$ cat src/rtl/target_spawner_pkg.sv
// Shared types and constants for the target spawner: FSM states, widths and LFSR defaults.
package target_spawner_pkg;

    typedef enum logic [1:0] {
        ST_IDLE     = 2'd0,
        ST_SPAWN    = 2'd1,
        ST_ACTIVE   = 2'd2,
        ST_GAMEOVER = 2'd3
    } state_t;

    localparam int COORD_W = 11;
    localparam int SCORE_W = 8;

    // Fibonacci taps 16,14,13,11 as a mask over q[15:0]
    localparam logic [15:0] LFSR_TAPS = 16'hB400;
    localparam logic [15:0] LFSR_SEED = 16'hACE1;

    function automatic logic [15:0] lfsr_next(input logic [15:0] q);
        return {q[14:0], ^(q & LFSR_TAPS)};
    endfunction

endpackage

$ cat src/rtl/target_spawner_lfsr16.sv
// Free-running 16-bit Fibonacci LFSR; returns to SEED while reset is low.
module lfsr16
    import target_spawner_pkg::*;
#(
    parameter logic [15:0] SEED = LFSR_SEED
) (
    input  logic        clk,
    input  logic        reset,
    output logic [15:0] q
);

    // State register, advances every cycle out of reset
    always_ff @(posedge clk or negedge reset) begin
        if (!reset) begin
            q <= SEED;
        end else begin
            q <= lfsr_next(q);
        end
    end

endmodule

$ cat src/rtl/target_spawner.sv
// Target spawner: places a square at pseudo-random positions, scores hits, counts timeouts.
// Optional run-time speed-up of the timeout is enabled by defining TARGET_SPAWNER_SPEEDUP_EN.
module target_spawner
    import target_spawner_pkg::*;
#(
    parameter int          SIZE       = 10,
    parameter int          SCREEN_W   = 640,
    parameter int          SCREEN_H   = 480,
    parameter int          TIMEOUT    = 50_000_000,
    parameter int          MAX_MISSES = 5,
    parameter logic [15:0] SEED       = 16'hACE1
) (
    input  logic               clk,
    input  logic               reset,
    input  logic               start,
    input  logic               hit,
    output logic [COORD_W-1:0] square_x0,
    output logic [COORD_W-1:0] square_y0,
    output logic               square_valid,
    output logic [SCORE_W-1:0] score,
    output logic [SCORE_W-1:0] misses,
    output logic               game_over
);

    localparam int                 CNT_W     = $clog2(TIMEOUT + 1);
    localparam logic [COORD_W-1:0] X_MAX     = COORD_W'(SCREEN_W - SIZE - 1);
    localparam logic [COORD_W-1:0] Y_MAX     = COORD_W'(SCREEN_H - SIZE - 1);
    localparam logic [SCORE_W-1:0] MISS_LAST = SCORE_W'(MAX_MISSES - 1);

    logic [15:0]        lfsr_q;
    logic [COORD_W-1:0] cand_x_s, cand_y_s;
    logic [CNT_W-1:0]   load_s;

    state_t             state_r, state_s;
    logic [COORD_W-1:0] x0_r, x0_s, y0_r, y0_s;
    logic               x_done_r, x_done_s, y_done_r, y_done_s;
    logic [CNT_W-1:0]   cnt_r, cnt_s;
    logic               first_r, first_s;
    logic [SCORE_W-1:0] score_r, score_s, misses_r, misses_s;
    logic               valid_r, valid_s, over_r, over_s;

    lfsr16 #(.SEED(SEED)) u_lfsr (
        .clk   (clk),
        .reset (reset),
        .q     (lfsr_q)
    );

    assign cand_x_s = {1'b0, lfsr_q[9:0]};
    assign cand_y_s = {2'b00, lfsr_q[15:7]};

`ifdef TARGET_SPAWNER_SPEEDUP_EN
    localparam logic [CNT_W-1:0] TMO_STEP  = CNT_W'(TIMEOUT >> 4);
    localparam logic [CNT_W-1:0] TMO_FLOOR = CNT_W'(TIMEOUT >> 2);
    logic [CNT_W-1:0] tmo_r, tmo_s;
    assign load_s = tmo_r - {{(CNT_W-1){1'b0}}, 1'b1};
`else
    assign load_s = CNT_W'(TIMEOUT - 1);
`endif

    // Next-state and next-output logic for the game FSM
    always_comb begin
        state_s  = state_r;
        x0_s     = x0_r;
        y0_s     = y0_r;
        x_done_s = x_done_r;
        y_done_s = y_done_r;
        cnt_s    = cnt_r;
        first_s  = first_r;
        score_s  = score_r;
        misses_s = misses_r;
`ifdef TARGET_SPAWNER_SPEEDUP_EN
        tmo_s    = tmo_r;
`endif
        case (state_r)
            ST_IDLE, ST_GAMEOVER: begin
                if (start) begin
                    score_s  = {SCORE_W{1'b0}};
                    misses_s = {SCORE_W{1'b0}};
                    x_done_s = 1'b0;
                    y_done_s = 1'b0;
`ifdef TARGET_SPAWNER_SPEEDUP_EN
                    tmo_s    = CNT_W'(TIMEOUT);
`endif
                    state_s  = ST_SPAWN;
                end else begin
                    state_s  = state_r;
                end
            end
            ST_SPAWN: begin
                // Rejection sampling: each axis keeps the first in-range candidate it sees
                if (!x_done_r && (cand_x_s <= X_MAX)) begin
                    x0_s     = cand_x_s;
                    x_done_s = 1'b1;
                end else begin
                    x0_s     = x0_r;
                end
                if (!y_done_r && (cand_y_s <= Y_MAX)) begin
                    y0_s     = cand_y_s;
                    y_done_s = 1'b1;
                end else begin
                    y0_s     = y0_r;
                end
                if (x_done_s && y_done_s) begin
                    cnt_s    = load_s;
                    first_s  = 1'b1;
                    x_done_s = 1'b0;
                    y_done_s = 1'b0;
                    state_s  = ST_ACTIVE;
                end else begin
                    state_s  = ST_SPAWN;
                end
            end
            ST_ACTIVE: begin
                first_s = 1'b0;
                // A hit wins over a coincident timeout; the first cycle ignores stale hits
                if (hit && !first_r) begin
                    if (score_r != {SCORE_W{1'b1}}) begin
                        score_s = score_r + {{(SCORE_W-1){1'b0}}, 1'b1};
                    end else begin
                        score_s = score_r;
                    end
`ifdef TARGET_SPAWNER_SPEEDUP_EN
                    if (tmo_r >= (TMO_FLOOR + TMO_STEP)) begin
                        tmo_s = tmo_r - TMO_STEP;
                    end else begin
                        tmo_s = TMO_FLOOR;
                    end
`endif
                    state_s = ST_SPAWN;
                end else if (cnt_r == {CNT_W{1'b0}}) begin
                    misses_s = misses_r + {{(SCORE_W-1){1'b0}}, 1'b1};
                    if (misses_r == MISS_LAST) begin
                        state_s = ST_GAMEOVER;
                    end else begin
                        state_s = ST_SPAWN;
                    end
                end else begin
                    cnt_s = cnt_r - {{(CNT_W-1){1'b0}}, 1'b1};
                end
            end
            default: begin
                state_s = ST_IDLE;
            end
        endcase
        valid_s = (state_s == ST_ACTIVE);
        over_s  = (state_s == ST_GAMEOVER);
    end

    // State and output registers
    always_ff @(posedge clk or negedge reset) begin
        if (!reset) begin
            state_r  <= ST_IDLE;
            x0_r     <= {COORD_W{1'b0}};
            y0_r     <= {COORD_W{1'b0}};
            x_done_r <= 1'b0;
            y_done_r <= 1'b0;
            cnt_r    <= {CNT_W{1'b0}};
            first_r  <= 1'b0;
            score_r  <= {SCORE_W{1'b0}};
            misses_r <= {SCORE_W{1'b0}};
            valid_r  <= 1'b0;
            over_r   <= 1'b0;
`ifdef TARGET_SPAWNER_SPEEDUP_EN
            tmo_r    <= CNT_W'(TIMEOUT);
`endif
        end else begin
            state_r  <= state_s;
            x0_r     <= x0_s;
            y0_r     <= y0_s;
            x_done_r <= x_done_s;
            y_done_r <= y_done_s;
            cnt_r    <= cnt_s;
            first_r  <= first_s;
            score_r  <= score_s;
            misses_r <= misses_s;
            valid_r  <= valid_s;
            over_r   <= over_s;
`ifdef TARGET_SPAWNER_SPEEDUP_EN
            tmo_r    <= tmo_s;
`endif
        end
    end

    assign square_x0    = x0_r;
    assign square_y0    = y0_r;
    assign square_valid = valid_r;
    assign score        = score_r;
    assign misses       = misses_r;
    assign game_over    = over_r;

endmodule

$ cat config.mk
export PLATFORM = sky130hd
export DESIGN_NAME = target_spawner
export DESIGN_NICKNAME = d
export VERILOG_FILES = /design/src/rtl/target_spawner_pkg.sv /design/src/rtl/target_spawner_lfsr16.sv /design/src/rtl/target_spawner.sv
export SDC_FILE = /design/constraint.sdc
export NUM_CORES = 1
export LEC_CHECK = 0
export CAP_MARGIN = 20
export CORE_ASPECT_RATIO = 1.25
export CORE_MARGIN = 8
export CORE_UTILIZATION = 35
export CTS_CLUSTER_DIAMETER = 50
export CTS_CLUSTER_SIZE = 30
export DETAILED_ROUTE_END_ITERATION = 6
export MAX_ROUTING_LAYER = met4
export PLACE_DENSITY = 0.55
export SLEW_MARGIN = 20
export SYNTH_ARGS = -nofsm -noshare
export SYNTH_HDL_FRONTEND = slang
export SYNTH_SLANG_ARGS = --single-unit
$ cat constraint.sdc
create_clock -name clk -period 2.29 [get_ports clk]
set_input_delay 0.458 -clock clk [delete_from_list [all_inputs] [get_ports clk]]
set_output_delay 0.458 -clock clk [all_outputs]
set_load 0.02 [all_outputs]
# ---- Word-level counts from Yosys, hierarchy flattened
# Index checks and enable logic that the tools add are counted.
# W data, S select, Z words.
dict set report word_totals {
  regBits 84
  word_cells 80
}
dict set report classes {
  addsub 3
  magnitude_cmp 2
  eq_ne 14
  n_mux 28
  reduce_logical 21
}
# operator n
set ops {}
lappend ops {{$mux W26} 3}
lappend ops {{$pmux W26 S2} 1}
lappend ops {{$mux W8} 5}
lappend ops {{$pmux W8 S2} 2}
lappend ops {{$logic_not A26 Y1} 1}
lappend ops {{$sub A26 B1 Y26 const B} 1}
lappend ops {{$add A8 B1 Y8 const B} 2}
lappend ops {{$reduce_xor A16 Y1} 1}
lappend ops {{$ne A2 B2 Y1 const B} 7}
lappend ops {{$reduce_and A4 Y1} 3}
lappend ops {{$le A10 B10 Y1 const B} 1}
lappend ops {{$mux W2} 5}
lappend ops {{$le A9 B9 Y1 const B} 1}
lappend ops {{$eq A2 B2 Y1 const B} 4}
lappend ops {{$eq A8 B3 Y1 const B} 1}
lappend ops {{$mux W1} 8}
lappend ops {{$ne A8 B8 Y1 const B} 1}
lappend ops {{$reduce_and A2 Y1} 4}
lappend ops {{$pmux W1 S2} 3}
lappend ops {{$pmux W2 S3} 1}
lappend ops {{$reduce_bool A2 Y1} 3}
lappend ops {{$logic_and A1 B1 Y1} 4}
lappend ops {{$logic_not A1 Y1} 3}
lappend ops {{$eq A2 B1 Y1 const B} 1}
lappend ops {{2 further kinds} 2}

# ---- Logic depth before layout (Yosys ltp)
# Gate-level depths: netlist (run 1).
dict set report depth {
  ltp_word 8
  ltp_mapped 10
}

# ---- Modules after synthesis
# A second synthesis (run 1) with hierarchy kept.
dict set report hier_totals {
  cells_unflattened 380
  hier_area_um2 4065.1
}
# mod instances cells_each area_each_um2 seq_area_each_um2
set by_module_without_submodules {}
lappend by_module_without_submodules {target_spawner 1 361 3628.5 1701.6}
lappend by_module_without_submodules {lfsr16 1 19 436.7 410.4}

# ---- Worst setup path after synthesis (run 1)
# Ideal clock, no wire load.
dict set report synth_path {
  path_type {reg-to-reg}
  start {reg cnt_r[0]}
  end {reg cnt_r[14]}
  arrival_ns 2.136
  required_ns 2.167
  slack_ns 0.031
  stages_incl_launch_ff 10
  path_buffers 2
  cell_sequence {dfrtp_1 inv_1 ha_1 nor4b_4 nand4_4 o21a_1 o221a_1 buf_6 buf_8 o221a_1}
}
dict set report synth_via {
  elab_chain_cells 4
}
# item line
set synth_lines {}
lappend synth_lines {{start: declaration} target_spawner.sv:37} ;# logic [CNT_W-1:0] cnt_r, cnt_s;
lappend synth_lines {{start signal: assignment} target_spawner.sv:157} ;# cnt_r <= {CNT_W{1'b0}};
lappend synth_lines {{start signal: assignment} target_spawner.sv:172} ;# cnt_r <= cnt_s;
lappend synth_lines {{$sub A26 B1 Y26} target_spawner.sv:138} ;# cnt_s = cnt_r - {{(CNT_W-1){1'b0}}, 1'b1};
lappend synth_lines {{$mux W26} target_spawner.sv:130} ;# end else if (cnt_r == {CNT_W{1'b0}}) begin
lappend synth_lines {{$mux W26} target_spawner.sv:116} ;# if (hit && !first_r) begin
lappend synth_lines {{$pmux W26 S2} target_spawner.sv:74} ;# case (state_r)
# Parallel ways exist; a longest one is shown, timed or not. The select of a mux whose other input is x is not followed.
# A chain may end at the register's enable or synchronous reset.

# ---- Final worst setup path (run 1)
dict set report layout_path {
  start {reg cnt_r[0]}
  end {reg over_r (netlist: game_over)}
}
dict set report layout_via {
  elab_chain_cells 5
}
# item line
set layout_lines {}
lappend layout_lines {{$logic_not A26 Y1} target_spawner.sv:130}
lappend layout_lines {{$mux W2} target_spawner.sv:130}
lappend layout_lines {{$mux W2} target_spawner.sv:116}
lappend layout_lines {{$pmux W2 S3} target_spawner.sv:74}
lappend layout_lines {{$eq A2 B2 Y1} target_spawner.sv:146} ;# over_s = (state_s == ST_GAMEOVER);
lappend layout_lines {{net over_s} target_spawner.sv:40} ;# logic valid_r, valid_s, over_r, over_s;
lappend layout_lines {{end signal: assignment} target_spawner.sv:177} ;# over_r <= over_s;
lappend layout_lines {{end: declaration} target_spawner.sv:40}
# The timed path passes the listed nets, and every way through them passes these cells.

==> impl_metrics.py, run 1 <==
metrics = {
    "route": {
        "viasPerCell": 5.30,
        "drtAntennaViolNets": 0,
        "wl_per_cell_um": 14.8,
        "wl_mm": 8.88,
        "drt-initial-drc-count": 185,
        "vias": 3175,
        "drc": 0,
        "firstDrtPassIters": 4,
    },
    "final_layout": {
        "design_area_um2": 5280,
        "n_antenna_cell": 0,
        "drive_above_1_share": 0.239,
        "fin_nets": 468,
        "area_growth_pct": 29.9,
        "post-route-util": 0.461,
        "n_fill_cell": 1086,
        "final-instance-count-excl-fill": 599,
    },
    "logic_synthesis": {
        "ys_ff_latch": 84,
        "syn_inst": 375,
        "yosysSeqAreaShare": 0.520,
        "yosys-top-cells-count": "dfrtp_1 (76), nor2_1 (33), mux2_2 (21)",
        "avgSynthCellArea_um2": 10.8,
        "ys.warnings.count": 0,
        "yosys-top-cells-area": "dfrtp_1 (47%), mux2_2 (5.8%), dfstp_2 (5.2%)",
        "synth.most_common_cell": "dfrtp_1",
        "dominantRegCellSynth": "dfrtp_1",
        "syn-cell-area_um2": 4060,
        "yosysTopAreaCell": "dfrtp_1",
        "synth_edf_count": 0,
        "synth_cell_types": 61,
        "synth.top_cell.area_share": 0.468,
        "ys_async_sr_fraction": 1.00,
    },
    "sta": {
        "rsz0062_at_grt": "false",
        "setup_slack_ps": 163,
        "fin_worst_skew_ps": 7.65,
        "max_freq_mhz": 470,
        "setup_viol": 0,
        "drv_slew": 0,
        "post-route-period-util": 0.929,
        "period_minus_slack_ps": 2130,
        "worst_pin_slew_ps": 544,
        "finalHoldViolations": 0,
        "slew_headroom": 0.637,
    },
    "pwr": {
        "internal_power_mw": 3.00,
        "power_mw": 4.41,
        "power_leakage_nw": 2.26,
        "clkPwrFrac": 0.347,
        "powerDensity_nw_per_um2": 836,
        "ir_drop_mv": 0.437,
        "combPwrFrac": 0.295,
        "switchingPower_mw": 1.41,
        "seq_power_share": 0.358,
        "swShare": 0.321,
    },
    "setup_path": {
        "cp_slowest_cell": "dfrtp_1",
        "r2r_slack_ps": 160,
        "worst_r2r_startpoint": "cnt_r[0]$_DFFE_PN0P_",
        "crit_chain": "inv_2 -> ha_4 -> nor4b_4 -> nand4_4 -> buf_6 -> or3_1 -> a211oi_2 -> a221oi_2 -> nor2b_1",
        "cp.arrival_ps": 2400,
        "rr_worst_depth": 9,
        "worstPathMaxFanout": 4,
        "worstPathRequired_ps": 2560,
        "slowest_delay_ps": 390,
        "critical_path_class": "flop to flop",
        "start_kind": "flop",
        "r2r-end": "game_over$_DFF_PN0_",
        "endpoint_kind": "flop",
    },
    "grt": {
        "grt_pass1_wl_mm": 15.2,
        "antenna_found_initial": 0,
        "grt_pass1_vias": 3177,
        "grt-ovfl-total": 0,
        "grtUsageTotal": 0.124,
        "grt_max_degree": 45,
    },
    "die": {
        "dieArea_um2": 15300,
        "row_count": 44,
        "num_io_pins": 44,
        "die_h_um": 136,
        "initial_utilization": 0.355,
        "coreArea_um2": 11500,
        "die_w_um": 112,
    },
    "flow_run": {
        "drv_cap": 0,
    },
    "placement": {
        "placed_area_um2": 4850,
        "port_buffers": 40,
        "dpl.cell_count": 576,
        "dpl.hpwl_mm": 6.45,
        "gp_congestion": 0.817,
        "dp_slack_ps": -44.4,
    },
    "run_status": {
        "status": "completed",
    },
    "clocking": {
        "worstSkewPairLatency_ps": 330,
        "cts_made_buffers": 9,
        "clkTransAtPathRegs_ps": 70,
        "cts_max_path_buffers": 2,
        "cts_htree_levels": 3,
        "cts_root_buf": "clkbuf_16",
        "cts_sinks": 84,
        "cts_tree": "done",
    },
    "min_path": {
        "hold_path.class": "input port to async pin",
    },
}
## metrics by stage
stage | hold WS [ps] | setup TNS, ps
2_1_floorplan | 162 | 0
3_3_place_gp | 369 | 0
3_5_place_dp | 372 | -50.1
4_1_cts | 115 | 0
5_1_grt | 139 | 0
6_report | 98.6 | 0
## critical path, delay by kind of cell (launching register included)
family | cells | cell delay, ps
AO/OA/AOI/OAI | 2 | 340
adder cells (fa/ha/maj) | 1 | 140
buffers and inverters | 2 | 250
flip-flops | 1 | 390
AND/OR/NAND/NOR | 4 | 930
## layout make-up
type	count	area, um^2	area share
clock buffer	9	225	0.0427
sequential	84	2110	0.400
multi-input combinational	264	1860	0.352
clock inverter	7	91.3	0.0173
tap	138	173	0.0327
inverter	13	48.8	0.00925
timing repair buffer	84	768	0.146
## layer usage
metal	vias up	track usage	part of all wire
li1	1528	-	-
met1	1598	0.140	0.45
met2	43	0.213	0.51
met3	6	0.0302	0.035
met4	0	0.0428	0.013
met5	-	-	0
## placed cells by master, fill, tap and decap left out, drive strengths merged, types with 11 or more instances in the layout
master | synthesis | layout
dfrtp | 76 | 76
buf | 10 | 45
clkdlybuf4s50 | 0 | 39
nor2 | 33 | 33
mux2 | 21 | 21
nand2 | 20 | 20
a21oi | 19 | 19
o21ai | 18 | 18
inv | 13 | 18
nor3 | 16 | 16
nand3 | 11 | 11
nand4 | 11 | 11
## flip-flops by register name (all words and copies together) (netlist names)
signal        cells
y_done_r          1
u_lfsr.q         16
cnt_r            26
first_r           1
misses            8
game_over         1
square_y0         9
square_valid      1
x_done_r          1
score             8
square_x0        10
state_r           2
## timing repair
item | CTS | global route
setup buffers | 2 | 5
endpoints found under the setup margin | 3 | 31
hold buffers | 0 | 0
pin swaps | 1 | 6
resized for setup | 1 | 13
hold endpoints to repair | 0 | 0
## worst max-delay path by stage
stage / depth (start not counted) / start / slack, ps / endpoint
6_report: 9 / cnt_r[0]$_DFFE_PN0P_ / 160 / game_over$_DFF_PN0_
3_3_place_gp: 9 / cnt_r[0]$_DFFE_PN0P_ / 2 / misses[7]$_DFFE_PN0P_
4_1_cts: 9 / cnt_r[0]$_DFFE_PN0P_ / 10 / game_over$_DFF_PN0_
3_5_place_dp: 9 / cnt_r[0]$_DFFE_PN0P_ / -40 / misses[7]$_DFFE_PN0P_
2_1_floorplan: 9 / cnt_r[0]$_DFFE_PN0P_ / 30 / cnt_r[14]$_DFFE_PN0P_
5_1_grt: 7 / u_lfsr.q[13]$_DFF_PN1_ / 3 / cnt_r[9]$_DFFE_PN0P_
## cells by family (layout without fill, tap and decap cells)
group | Yosys count | after routing | share of synthesized area
simple gates | 135 | 135 | 0.195
flops | 84 | 84 | 0.520
compound gates | 83 | 83 | 0.135
buf+inv | 29 | 113 | 0.0357
mux | 24 | 24 | 0.0656
xor+xnor | 11 | 11 | 0.0237
fa+ha+maj | 8 | 8 | 0.0246
other cells | 1 | 3 | 0.000923
## power groups by stage
stage                     combinational [mW]  clock, mW  sequential (mW)
final                                   1.30       1.53             1.58
after global routing                    1.43       1.63             1.59
after CTS                               1.23       1.58             1.58
after detailed placement                1.22          0             1.61
after global placement                  1.20          0             1.61
after floorplan                        0.809          0             1.62
No activity file was read; power rests on OpenSTA's default activity.
==> run 2, diff against run 1 <==
Settings changed: ABC_CLOCK_PERIOD_IN_PS set to 2290.
==> results of run 2 <==
Same layout as run 1: the final DEF is identical, and so are final timing and power.
==> run 3, diff against run 2 <==
Settings changed: PLACE_DENSITY 0.55 to unset, PLACE_DENSITY_LB_ADDON set to 0.1.
==> run 3 against run 2 <==
Net effect:
- global-route usage up 0.79 points
- critical endpoint is now cnt_r[12]$_DFFE_PN0P_
- power rose by 1.3%
- clock power hardly changed
- final cell count grew 1.2%
- non-clock buffer count rose by 7
- final area up 1.0%
- highest routed layer unchanged
- count of clock-buffer cells in the layout unchanged
- sequential share of layout area down 0.39 points
- via count shrank 1.3%
==> impl_metrics.py, run 3 (same netlist as run 1, synthesis figures left out) <==
metrics = {
    "placement": {
        "placed_area_um2": 4970,
        "gp_congestion": 0.752,
        "port_buffers": 40,
        "dpl.hpwl_mm": 6.64,
    },
    "clocking": {
        "cts_htree_levels": 3,
        "holdBufCountCts": 0,
        "cts_max_path_buffers": 2,
        "cts_tree": "done",
        "clkTransAtPathRegs_ps": 70,
        "cts_made_buffers": 9,
        "cts_root_buf": "clkbuf_16",
        "cts_sinks": 84,
        "worstSkewPairLatency_ps": 350,
    },
    "pwr": {
        "power_mw": 4.47,
        "powerDensity_nw_per_um2": 839,
        "ir_drop_mv": 0.440,
        "power_leakage_nw": 2.29,
    },
    "grt": {
        "grt_max_degree": 49,
        "grtUsageTotal": 0.132,
        "grt_pass1_vias": 3234,
        "grt-ovfl-total": 0,
        "grt_pass1_wl_mm": 15.7,
        "antenna_found_initial": 0,
    },
    "final_layout": {
        "design_area_um2": 5330,
        "largest_reg_flops": 26,
        "n_fill_cell": 1120,
        "final_common_cell": "dfrtp_1",
        "drive_above_1_share": 0.250,
        "top_register": "cnt_r",
        "area_growth_pct": 31.2,
        "final_cell_mix": "dfrtp_1 (76), buf_4 (47), clkdlybuf4s50_1 (39)",
        "fin_nets": 475,
        "n_antenna_cell": 0,
    },
    "route": {
        "wl_mm": 9.15,
        "drt-initial-drc-count": 101,
        "firstDrtPassIters": 4,
        "drtAntennaViolNets": 0,
        "viasPerCell": 5.17,
        "vias": 3135,
        "wl_per_cell_um": 15.1,
        "drc": 0,
    },
    "die": {
        "dieArea_um2": 15300,
        "initial_utilization": 0.355,
        "die_w_um": 112,
        "row_count": 44,
        "coreArea_um2": 11500,
        "num_io_pins": 44,
        "die_h_um": 136,
    },
    "sta": {
        "finalHoldViolations": 0,
        "worst_pin_slew_ps": 512,
        "period_minus_slack_ps": 2170,
        "setup_viol": 0,
        "drv_slew": 0,
        "fin_worst_skew_ps": 10.1,
        "post-route-period-util": 0.947,
        "slew_headroom": 0.659,
        "max_freq_mhz": 461,
    },
    "setup_path": {
        "slowest_delay_ps": 560,
        "cp_slowest_cell": "dfstp_2",
        "cp.buffers_inverters": 2,
        "cpMostUsedCell": "buf_4",
        "worstPathMaxFanout": 11,
        "critical_path_class": "flop to flop",
        "endpoint_kind": "flop",
        "critPathTopFamily": "simple AND/OR/NAND/NOR gates",
        "worstPathRequired_ps": 2520,
        "crit_chain": "nand4b_1 -> or4b_1 -> nand2_1 -> buf_4 -> o211a_1 -> buf_4 -> a21boi_0 -> o21a_1",
        "start_kind": "flop",
        "cp.arrival_ps": 2400,
    },
    "min_path": {
        "hold_path.class": "input port to async pin",
    },
    "run_status": {
        "status": "completed",
    },
    "flow_run": {
        "drv_cap": 0,
    },
}
==> run 3: cell types whose count changed in the layout (fill, tap and decap cells not counted), sizes merged <==
cell	before	now
buf	45	52
==> run 3: area by class of cell <==
| cell class | count | area [um^2] | area share |
|---|---|---|---|
| Sequential cell | 84 | 2110 | 0.396 |
| Multi-Input combinational cell | 264 | 1860 | 0.348 |
| Timing Repair Buffer | 91 | 826 | 0.155 |
| Clock buffer | 9 | 225 | 0.0423 |
| Tap cell | 138 | 173 | 0.0324 |
| Clock inverter | 7 | 88.8 | 0.0167 |
| Inverter | 13 | 48.8 | 0.00915 |
==> run 3: worst reg2reg max path, delay by kind of cell (launching register included) <==
| family | cells | cell delay (ps) |
|---|---|---|
| AOI/OAI and AO/OA | 3 | 460 |
| DFF | 1 | 560 |
| and+or+nand+nor | 3 | 690 |
| buffers and inverters | 2 | 330 |
==> run 3: per-stage QoR <==
stage / cells / TNS, ps / hold slack, ps / util / worst slack, ps
floorplan: 377 / 0 / 162 / - / 30.6
global placement: 590 / -27.9 / 364 / 0.434 / -18.4
detailed placement: 590 / -214 / 368 / 0.434 / -98.3
CTS: 606 / 0 / 80.4 / 0.461 / 35.4
global route: 606 / -6.52 / 116 / 0.465 / -6.52
finish: 606 / 0 / 66.9 / 0.465 / 122
==> run 3: timing repair <==
action                                  4_1_cts  5_1_grt
resized for setup                             1       13
endpoints found under the setup margin        4       13
pin swaps                                     0        5
buffers inserted                              0        0
==> run 3: metal layers <==
| metal | global-route usage | up-vias | wire length (um) |
|---|---|---|---|
| li1 | - | 1547 | - |
| met1 | 0.151 | 1520 | 4180 |
| met2 | 0.219 | 54 | 4480 |
| met3 | 0.0231 | 14 | 297 |
| met4 | 0.0699 | 0 | 196 |
| met5 | - | - | 0 |
==> run 3: final timing paths <==
| kind | to | startpoint | slack, ps | cells past startpoint |
|---|---|---|---|---|
| min reg2reg | u_lfsr.q[7]$_DFF_PN1_ | u_lfsr.q[6]$_DFF_PN1_ | 370 | 0 |
| min | score[4]$_DFFE_PN0P_ | reset | 70 | 1 |
| min in group clk | u_lfsr.q[7]$_DFF_PN1_ | u_lfsr.q[6]$_DFF_PN1_ | 370 | 0 |
| max | cnt_r[12]$_DFFE_PN0P_ | u_lfsr.q[13]$_DFF_PN1_ | 120 | 8 |
| max reg2reg | cnt_r[12]$_DFFE_PN0P_ | u_lfsr.q[13]$_DFF_PN1_ | 120 | 8 |
| max in group asynchronous | u_lfsr.q[15]$_DFF_PN1_ | reset | 1540 | 2 |
==> run 3: where the power goes <==
part / switching, mW / internal, mW / total (mW)
sequential: 0.0409 / 1.54 / 1.58
clock: 0.654 / 0.876 / 1.53
combinational: 0.741 / 0.623 / 1.36
total: 1.44 / 3.04 / 4.47
